File: src/rtl/crc_stream_engine.sv
// crc_stream_engine: parametrised streaming CRC generator/checker, folding BITS_PER_CYCLE bits per clock
module crc_stream_engine #(
  parameter int CRC_W = 8,
  parameter int DATA_W = 8,
  parameter int BITS_PER_CYCLE = 8,
  parameter logic [CRC_W-1:0] INIT = '0,
  parameter logic [CRC_W-1:0] XOR_OUT = '0,
  parameter bit REFLECT_IN = 1'b0,
  parameter bit REFLECT_OUT = 1'b0
) (
  input  logic              clk,
  input  logic              rst_n,
  input  logic [CRC_W-1:0]  poly,
  input  logic              s_valid,
  output logic              s_ready,
  input  logic [DATA_W-1:0] s_data,
  input  logic              s_sof,
  input  logic              s_eof,
  output logic              crc_valid,
  output logic [CRC_W-1:0]  crc_out,
  output logic              crc_zero,
  output logic              frame_err
);
  localparam int N = DATA_W / BITS_PER_CYCLE;
  localparam int CW = (N > 1) ? $clog2(N) : 1;
  typedef enum logic [1:0] {IDLE, OPEN, BUSY} state_t;
  state_t state;
  logic [CRC_W-1:0] crc_q, poly_q, base, p_sel, crc_nxt;
  logic [DATA_W-1:0] word_q, src, rest;
  logic [BITS_PER_CYCLE-1:0] chunk;
  logic [CW-1:0] cnt;
  logic eof_q, accept, load, last;

  function automatic logic [CRC_W-1:0] fold(input logic [CRC_W-1:0] c, input logic [BITS_PER_CYCLE-1:0] d,
                                             input logic [CRC_W-1:0] p);
    logic [CRC_W-1:0] r;
    logic fb;
    r = c;
    for (int i = 0; i < BITS_PER_CYCLE; i++) begin
      fb = r[CRC_W-1] ^ (REFLECT_IN ? d[i] : d[BITS_PER_CYCLE-1-i]);
      r = (r << 1) ^ (fb ? p : '0);
    end
    return r;
  endfunction

  function automatic logic [CRC_W-1:0] rev(input logic [CRC_W-1:0] c);
    logic [CRC_W-1:0] r;
    for (int i = 0; i < CRC_W; i++) r[i] = c[CRC_W-1-i];
    return r;
  endfunction

  // The remaining chunks of a word are shifted toward the consumed end so BUSY always folds the same slice
  always_comb begin
    accept = s_valid && s_ready;
    src = (state == BUSY) ? word_q : s_data;
    chunk = REFLECT_IN ? src[BITS_PER_CYCLE-1:0] : src[DATA_W-1 -: BITS_PER_CYCLE];
    rest = REFLECT_IN ? src >> BITS_PER_CYCLE : src << BITS_PER_CYCLE;
    load = accept && s_sof;
    base = load ? INIT : crc_q;
    p_sel = load ? poly : poly_q;
    crc_nxt = fold(base, chunk, p_sel);
    last = (state == BUSY) ? (cnt == CW'(N - 1)) : (N == 1);
  end

  always_ff @(posedge clk or negedge rst_n) begin
    if (!rst_n) begin
      state <= IDLE;
      crc_q <= INIT;
      poly_q <= '0;
      word_q <= '0;
      cnt <= '0;
      eof_q <= 1'b0;
      s_ready <= 1'b1;
      crc_valid <= 1'b0;
      crc_out <= '0;
      crc_zero <= 1'b0;
      frame_err <= 1'b0;
    end else begin
      crc_valid <= 1'b0;
      frame_err <= 1'b0;
      if (state == BUSY || (accept && (s_sof || state == OPEN))) begin
        crc_q <= crc_nxt;
        word_q <= rest;
        if (load) poly_q <= poly;
        if (state != BUSY) eof_q <= s_eof;
        cnt <= (state == BUSY) ? cnt + CW'(1) : CW'(1);
        if (!last) begin
          state <= BUSY;
          s_ready <= 1'b0;
        end else if ((state == BUSY) ? eof_q : s_eof) begin
          state <= IDLE;
          s_ready <= 1'b1;
          crc_valid <= 1'b1;
          crc_out <= (REFLECT_OUT ? rev(crc_nxt) : crc_nxt) ^ XOR_OUT;
          crc_zero <= (crc_nxt == '0);
        end else begin
          state <= OPEN;
          s_ready <= 1'b1;
        end
      end else if (accept) frame_err <= 1'b1;
    end
  end
endmodule
File: config.mk
export PLATFORM = sky130hd
export DESIGN_NAME = crc_stream_engine
export DESIGN_NICKNAME = d
export VERILOG_FILES = /design/src/rtl/crc_stream_engine.sv
export SDC_FILE = /design/constraint.sdc
export NUM_CORES = 1
export LEC_CHECK = 0
export BUFFER_PORTS_ARGS = -buffer_cell sky130_fd_sc_hd__buf_4
export CORE_UTILIZATION = 55
export CTS_BUF_LIST = sky130_fd_sc_hd__clkbuf_4
export DETAILED_ROUTE_END_ITERATION = 6
export GPL_TIMING_DRIVEN = 0
export MAX_ROUTING_LAYER = met4
export PLACE_DENSITY = 0.78
export SKIP_LAST_GASP = 1
export SLEW_MARGIN = 40
export SYNTH_ARGS = -nofsm -noshare
export SYNTH_HDL_FRONTEND = slang
export SYNTH_SLANG_ARGS = --single-unit
File: constraint.sdc
create_clock -name clk -period 4.9 [get_ports clk]
set_input_delay 0 -clock clk [delete_from_list [all_inputs] [get_ports clk]]
set_output_delay 0 -clock clk [all_outputs]
set_load 0.05 [all_outputs]
# After elaboration in Yosys (flattened, before gate mapping)
# Index checks and enable logic that the tools add are counted.
# classes
shift	0
n_mul	0
n_mux	22
add_sub_neg	1
n_lt_le_gt_ge	0
n_eq_ne	3
n_bitwise	17
div	0
reduce_logical	8
# op_table
op	n
$mux 8	11
$xor 8x8->8	8
$mux 1	10
$logic_not 8->1	1
$xor 1x1->1	8
$logic_and 1x1->1	3
$reduce_and 3->1	1
$eq 2x1->1 const B	1
$eq 2x2->1 const B	1
$logic_or 1x1->1	2
$mux 2	1
$ne 2x2->1 const B	1
$reduce_and 2->1	1
$add 1x1->1 const B	1
$not 1->1	1
# totals
romBits	0
mem_bits_rw	0
reg_bits	32
latch_bits	0
memories	0
word_cells	61
out_inout_bits	12

# Logic depth before layout (Yosys ltp)
# Gate-level depths: netlist (run 1).
# depth
ltp_word	28
depth_mapped	19

# Least setup slack after synthesis (run 1)
# OpenSTA, ideal clock, no wires.
# synth_path
kind	register to register
from	reg s_ready
to	reg crc_zero
arrival_ns	4.953
t_required_ns	4.796
setup_slack_ns	-0.157
n_path_buf	2
stages_incl_launch_ff	19
setup_ns	0.104
path_cell_list	dfstp_2 -> nand3_4 -> mux2i_4 -> inv_2 -> o221ai_2 -> or3_4 -> and2_4 -> a22o_1 -> mux2_4 -> or2_1 -> buf_6 -> o311a_1 -> or4_1 -> buf_2 -> and3_1 -> mux2i_1 -> xor2_1 -> or4_1 -> o41ai_2
# synth_via
elab_chain_cells	28
# synth_lines
element	line_no	rtl
start: declaration	15	output logic s_ready,
start signal: assignment	73	s_ready <= 1'b1;
start signal: assignment	89	s_ready <= 1'b0;
start signal: assignment	92	s_ready <= 1'b1;
$logic_and 1x1->1 *	54	accept = s_valid && s_ready;
$logic_and 1x1->1	58	load = accept && s_sof;
$mux 8	59	base = load ? INIT : crc_q;
$xor 1x1->1	40	fb = r[CRC_W-1] ^ (REFLECT_IN ? d[i] : d[BITS_PER_CYCLE-1-i]);
$mux 8	41	r = (r << 1) ^ (fb ? p : '0);
$xor 8x8->8	41	
$xor 1x1->1	40	
$mux 8	41	
[12 not listed]	-	
$xor 8x8->8	41	
$xor 1x1->1	40	
$mux 8	41	
$xor 8x8->8	41	
$xor 1x1->1	40	
$mux 8	41	
$xor 8x8->8	41	
$logic_not 8->1	95	crc_zero <= (crc_nxt == '0);
end signal: assignment	95	
end: declaration	21	output logic crc_zero,
# Every way passes the cells marked *; elsewhere a longest branch is shown, timed or not.
# A chain may end at the register's enable or synchronous reset.

# Final worst setup path (run 1)
# Same ends and word-level chain as after synthesis.

==> impl_metrics.env, run 1 <==
export IMPL_grt_pass1_vias=3249
export IMPL_dieArea_um2=6300
export IMPL_dp_hpwl_mm=6.45
export IMPL_synth_cell_area_um2=3290
export IMPL_final_util_pct=79.2
export IMPL_hold_path_class="in2reg"
export IMPL_stdcell_count=534
export IMPL_finalPower_mw=0.623
export IMPL_cts_tree="yes"
export IMPL_synth_compound_area_share_pct=21.2
export IMPL_syn_nets=407
export IMPL_placed_cell_area_um2=3650
export IMPL_gp_congestion=0.924
export IMPL_clock_latency_ps=360
export IMPL_r2r_cells=18
export IMPL_seq_power_share_pct=42.4
export IMPL_status="finished with violations"
export IMPL_clkPwrFrac_pct=35.9
export IMPL_post_drt_wl_per_cell_um=19.4
export IMPL_ys_flop_type="dfrtp_1"
export IMPL_fin_ws_ps=-202
export IMPL_ys_seq_area_share_pct=24.3
export IMPL_core_area_um2=5640
export IMPL_routed_wl_met3_um=724
export IMPL_synth_edf_count=0
export IMPL_nFillCells=336
export IMPL_slew_viol_final=0
export IMPL_clkTransAtPathRegs_ps=120
export IMPL_first_pass_iters=7
export IMPL_synth_simple_area_share_pct=23.7
export IMPL_finClkSkew_ps=5.42
export IMPL_cts_buffer_depth=2
export IMPL_clock_root_buffer="clkbuf_4"
export IMPL_rsz0062_at_grt="yes"
export IMPL_combPwrFrac_pct=21.7
export IMPL_synth_area_leaders="dfrtp_1 (24%), xnor2_1 (7.2%), nor2_1 (6.3%)"
export IMPL_grt_first_pass_wirelength_mm=15.1
export IMPL_period_share_pct=104
export IMPL_synth_most_common_cell="nor2_1"
export IMPL_synth_seq_cells=32
export IMPL_synthArstFlopShare_pct=100
export IMPL_powerDensity_nw_per_um2=139
export IMPL_layout_min_cycle_time_ps=5100
export IMPL_r2r_end="crc_zero"
export IMPL_io_buffers=31
export IMPL_die_h_um=79.4
export IMPL_die_w_um=79.4
export IMPL_antennaDiodeCount=0
export IMPL_regToRegSetupSlack_ps=-200
export IMPL_antenna_found_initial=0
export IMPL_worstSetupStartpointType="flip-flop"
export IMPL_numCtsBuffers=5
export IMPL_clock_sinks=32
export IMPL_power_internal_mw=0.436
export IMPL_routed_top_layer="met4"
export IMPL_dr_first_iter_drc_count=336
export IMPL_synth_top_cells_by_count="nor2_1 (55), nand2_1 (40), dfrtp_1 (31)"
export IMPL_syn_to_final_growth_pct=35.7
export IMPL_design_area_um2=4470
export IMPL_min_from="s_sof"
export IMPL_place_ws_ps=-636
export IMPL_p_sw_mw=0.187
export IMPL_worstReg2RegStart="s_ready"
export IMPL_cp_arrival_ps=5380
export IMPL_crit_type="reg2reg"
export IMPL_pin_count=33
export IMPL_nets=482
export IMPL_yosysTopAreaCellShare_pct=23.5
export IMPL_synth_xor_area_share_pct=15.2
export IMPL_worstMarginPinSlew_ps=752
export IMPL_ys_types=75
export IMPL_avgSynthCellArea_um2=8.53
export IMPL_cp_required_ps=5170
export IMPL_row_count=27
export IMPL_drv_cap=0
export IMPL_finalHoldViolations=0
export IMPL_vdd_drop_max_v=0.000131
export IMPL_dr_wl_met2_mm=5.10
export IMPL_synth_top_family_by_area="simple AND/OR/NAND/NOR gates"
export IMPL_clock_fmax_ghz=0.196
export IMPL_swShare_pct=30.0
export IMPL_slew_headroom_pct=49.5
export IMPL_wl_met1_mm=4.12
export IMPL_drcViolationCount=0
export IMPL_min_to="state[1]"
export IMPL_post_place_cells=489
export IMPL_htreeDepth=2
export IMPL_grt_max_degree=33
export IMPL_failed_checks="negative setup slack"
export IMPL_synth_cells=386
export IMPL_fin_setup_tns_ps=-263
export IMPL_power_leakage_nw=1.94
export IMPL_postRouteAntennaNets=0
export IMPL_globalRouteOverflowTotal=0
export IMPL_drive_above_1_share_pct=36.8
export IMPL_synth_top_area_cell="dfrtp_1"
export IMPL_hold_path_depth=4
export IMPL_synth_mux_area_share_pct=11.5
export IMPL_viasPerCell=6.53
export IMPL_initial_core_util_pct=58.4
export IMPL_vias=3485
export IMPL_synth_adder_area_share_pct=0
export IMPL_synth_warnings=0
export IMPL_end_kind="flip-flop"
export IMPL_hold_worst_slack_ps=52.9
export IMPL_routed_wl_mm=10.4
export IMPL_startpoint="s_ready"
export IMPL_grt_use_total_pct=32.1
export IMPL_setup_viol=3
export IMPL_critPathMaxFanout=8
## worst max path at each step
stage,end,slack (ps),cells after the start
4_1_cts,crc_zero,-170,17
2_1_floorplan,crc_zero,4,18
3_5_place_dp,crc_zero,-640,17
6_report,crc_zero,-200,18
3_3_place_gp,crc_zero,-550,17
5_1_grt,crc_zero,-400,17
## layout by cell type, fill, tap and decap left out, drive strengths merged, types with 4 or more instances in the layout
cell type,count
a211oi,6
a21oi,12
and2,6
and3,8
buf,70
clkbuf,17
dfrtp,31
dlygate4sd3,5
inv,13
mux2,16
mux2i,16
nand2,40
nand2b,4
nand3,14
nand3b,6
nor2,55
nor3,8
o2111ai,5
o211ai,6
o21ai,14
o31ai,4
or4,4
xnor2,27
xnor3,8
xor2,7
## critical path, cell delays in order (launching register included)
cell      delay, ps
dfstp_4         650
nand3_4         150
buf_6           190
buf_6           110
a2111o_1        400
o221ai_4        120
o21ai_2         110
and2_4          180
a22o_1          210
mux2_4          310
or2_1           240
buf_6           130
o311a_4         300
or4_4           550
and3_4          210
mux2i_1         160
xor2_1          160
or4_1           560
o41ai_2         270
## registers in the layout (all words and copies together), names as in the netlist
register	count
crc_zero	1
poly_q	8
crc_out	8
s_ready	1
frame_err	1
crc_valid	1
cnt	1
eof_q	1
state	2
crc_q	8
## power by group through the flow
stage,registers [mW],clock network (mW),logic [mW]
floorplan,0.269,0,0.0654
global placement,0.269,0,0.0972
detailed placement,0.269,0,0.0995
CTS,0.264,0.225,0.112
global route,0.264,0.236,0.144
finish,0.264,0.224,0.135
## per-layer routing
| layer | GRT usage [%] | vias up |
|---|---|---|
| met4 | 15.1 | 0 |
| li1 | - | 1576 |
| met5 | - | - |
| met3 | 5.83 | 38 |
| met2 | 53.2 | 173 |
| met1 | 38.0 | 1698 |
## kinds of logic (layout without fill, tap and decap cells)
kind of cell / Yosys count / in the layout
xor gates and xnor gates: 43 / 43
and+or+nand+nor: 159 / 159
muxes: 32 / 32
buffers and inverters: 31 / 107
AOI/OAI and AO/OA: 89 / 89
DFF: 32 / 32
## final cells by class
| cell class | instances | area (um^2) | area share [%] |
|---|---|---|---|
| Multi-Input combinational cell | 323 | 2780 | 62.2 |
| Sequential cell | 32 | 806 | 18.0 |
| Timing Repair Buffer | 70 | 567 | 12.7 |
| Buffer | 17 | 95.1 | 2.13 |
| Tap cell | 72 | 90.1 | 2.02 |
| Inverter | 12 | 47.5 | 1.06 |
| Clock inverter | 3 | 46.3 | 1.04 |
| Clock buffer | 5 | 37.5 | 0.840 |
## what timing repair did
item / 4_1_cts / 5_1_grt
resized for setup: 33 / 58
hold buffers: 5 / 0
setup buffers: 17 / 17
pin swaps: 10 / 31
setup endpoints to repair: 14 / 16
hold endpoints to repair: 37 / 0
No activity file was read; power rests on OpenSTA's default activity.
==> run 2: changes to the inputs <==
--- a/config.mk
+++ b/config.mk
@@ -6,12 +6,14 @@
 export NUM_CORES = 1
 export LEC_CHECK = 0
 export BUFFER_PORTS_ARGS = -buffer_cell sky130_fd_sc_hd__buf_4
-export CORE_UTILIZATION = 55
+export CELL_PAD_IN_SITES_DETAIL_PLACEMENT = 1
+export CELL_PAD_IN_SITES_GLOBAL_PLACEMENT = 2
+export CORE_UTILIZATION = 34
 export CTS_BUF_LIST = sky130_fd_sc_hd__clkbuf_4
 export DETAILED_ROUTE_END_ITERATION = 6
 export GPL_TIMING_DRIVEN = 0
 export MAX_ROUTING_LAYER = met4
-export PLACE_DENSITY = 0.78
+export PLACE_DENSITY_LB_ADDON = 0.1
 export SKIP_LAST_GASP = 1
 export SLEW_MARGIN = 40
 export SYNTH_ARGS = -nofsm -noshare
==> constraint.sdc (replaced) <==
create_clock -name clk -period 4.9 [get_ports clk]
set_input_delay 0.98 -clock clk [delete_from_list [all_inputs] [get_ports clk]]
set_output_delay 0.98 -clock clk [all_outputs]
set_load 0.05 [all_outputs]
==> run 2 against run 1 <==
  * Total power down 7.4%
  * Setup slack better by 1.1 ps
  * Die area up 60%
  * Flip-flop and latch count unchanged
  * Hold slack better by 430 ps
  * Largest power group unchanged
  * Fmax about the same
  * Via count down 3.2%
  * Final area up 5.5%
  * Sequential share of layout area down 1.0 points
  * The flow still finishes with violations (negative setup slack)
  * Combinational power up 10%
  * Clock power down 26%
==> impl_metrics.env, run 2 (synthesis gave the netlist of run 1 again) <==
export IMPL_finClkSkew_ps=12.5
export IMPL_vias=3372
export IMPL_status="finished with violations"
export IMPL_antenna_found_initial=0
export IMPL_postRouteAntennaNets=0
export IMPL_worstSetupStartpointType="input pin"
export IMPL_clock_sinks=32
export IMPL_die_h_um=100
export IMPL_cts_buffer_depth=2
export IMPL_cp_required_ps=5160
export IMPL_grt_use_total_pct=25.2
export IMPL_cp_arrival_ps=5370
export IMPL_combPwrFrac_pct=25.8
export IMPL_core_area_um2=9330
export IMPL_power_internal_mw=0.392
export IMPL_drcViolationCount=0
export IMPL_power_leakage_nw=2.02
export IMPL_final_common_cell="buf_4"
export IMPL_nFillCells=1088
export IMPL_slew_headroom_pct=51.6
export IMPL_routed_wl_mm=12.4
export IMPL_rsz0062_at_grt="yes"
export IMPL_period_share_pct=104
export IMPL_end_kind="flip-flop"
export IMPL_final_cell_mix="buf_4 (67), nor2_1 (51), nand2_1 (38)"
export IMPL_row_count=35
export IMPL_p_sw_mw=0.185
export IMPL_grt_first_pass_wirelength_mm=18.9
export IMPL_crit_type="in2reg"
export IMPL_setup_viol=5
export IMPL_powerDensity_nw_per_um2=122
export IMPL_reg_top3="crc_out x8, crc_q x8, poly_q x8"
export IMPL_dp_hpwl_mm=8.06
export IMPL_clkTransAtPathRegs_ps=120
export IMPL_swShare_pct=32.1
export IMPL_finalHoldViolations=0
export IMPL_layout_min_cycle_time_ps=5100
export IMPL_drv_cap=0
export IMPL_dr_first_iter_drc_count=143
export IMPL_hold_worst_slack_ps=484
export IMPL_grt_max_degree=33
export IMPL_nets=489
export IMPL_failed_checks="negative setup slack"
export IMPL_final_util_pct=50.6
export IMPL_pin_count=33
export IMPL_clock_root_buffer="clkbuf_4"
export IMPL_clkPwrFrac_pct=28.5
export IMPL_antennaDiodeCount=0
export IMPL_globalRouteOverflowTotal=0
export IMPL_dieArea_um2=10100
export IMPL_critPathMaxFanout=10
export IMPL_hold_buffers=0
export IMPL_worstMarginPinSlew_ps=706
export IMPL_vdd_drop_max_v=0.0000803
export IMPL_seq_power_share_pct=45.7
export IMPL_hold_path_class="reg2reg"
export IMPL_die_w_um=100
export IMPL_first_pass_iters=4
export IMPL_cts_tree="yes"
export IMPL_grt_pass1_vias=3491
export IMPL_slew_viol_final=0
export IMPL_htreeDepth=2
export IMPL_drive_above_1_share_pct=41.2
export IMPL_gp_congestion=0.778
export IMPL_post_drt_wl_per_cell_um=20.7
export IMPL_io_buffers=31
export IMPL_initial_core_util_pct=35.3
export IMPL_numCtsBuffers=5
export IMPL_fin_ws_ps=-200
export IMPL_clock_fmax_ghz=0.196
export IMPL_viasPerCell=5.64
export IMPL_clock_latency_ps=350
export IMPL_syn_to_final_growth_pct=43.2
-- run 2: area by class of cell --
class	count	area, um^2	share of cell area [%]
Multi-Input combinational cell	325	2930	62.0
Sequential cell	32	802	17.0
Timing Repair Buffer	74	616	13.1
Tap cell	129	161	3.42
Buffer	18	111	2.36
Inverter	12	47.5	1.01
Clock buffer	6	45.0	0.955
Clock inverter	2	7.51	0.159
-- run 2: final timing paths --
kind	cells after the start	to	slack, ps	from
min	2	crc_out[4]	480	crc_out[4]
max	18	crc_zero	-200	s_sof
min in group asynchronous	1	crc_out[5]	560	rst_n
max in group asynchronous	1	s_ready	3970	rst_n
max reg2reg	17	crc_zero	-130	s_ready
min reg2reg	2	crc_out[4]	480	crc_out[4]
-- run 2: routing by layer --
metal	vias up	global-route usage [%]	routed length [um]
met3	17	2.30	320
met2	57	41.3	6160
met5	-	-	0
met1	1710	32.7	5600
li1	1588	-	-
met4	0	8.36	278
-- run 2: metrics by stage --
| stage | setup WS [ps] | area [um^2] | TNS [ps] | total power [mW] | cells |
|---|---|---|---|---|---|
| after floorplan | -179 | 3370 | -318 | 0.337 | 386 |
| after global placement | -1150 | 3760 | -14600 | 0.373 | 546 |
| after detailed placement | -1170 | 3760 | -15480 | 0.375 | 546 |
| after CTS | -157 | 4390 | -396 | 0.566 | 583 |
| after global routing | -337 | 4720 | -2160 | 0.602 | 598 |
| final | -200 | 4720 | -652 | 0.578 | 598 |
-- run 2: timing repair --
item,in CTS,in global routing
hold endpoints to repair,0,0
endpoints found under the setup margin,17,17
pin swaps,15,15
resized for setup,66,36
buffers inserted,30,13
gates cloned,0,3
-- run 2: critical path, stage by stage --
cell and delay, ps:
buf_8 90, nand3_4 180, and2_4 240, buf_4 180
o41a_1 420, and3_4 200, nor2_2 240, nor2_1 100
mux2_4 300, or2_1 220, buf_6 130, o311a_4 330
or4_4 530, a21oi_2 200, mux2i_4 100, xor2_2 200
or4_1 520, o41ai_2 190
-- run 2: power by group through the flow --
| stage | clock (mW) | combinational [mW] | sequential (mW) |
|---|---|---|---|
| floorplan | 0 | 0.0674 | 0.269 |
| global placement | 0 | 0.104 | 0.269 |
| detailed placement | 0 | 0.106 | 0.269 |
| CTS | 0.169 | 0.133 | 0.264 |
| global route | 0.179 | 0.159 | 0.264 |
| finish | 0.165 | 0.149 | 0.264 |
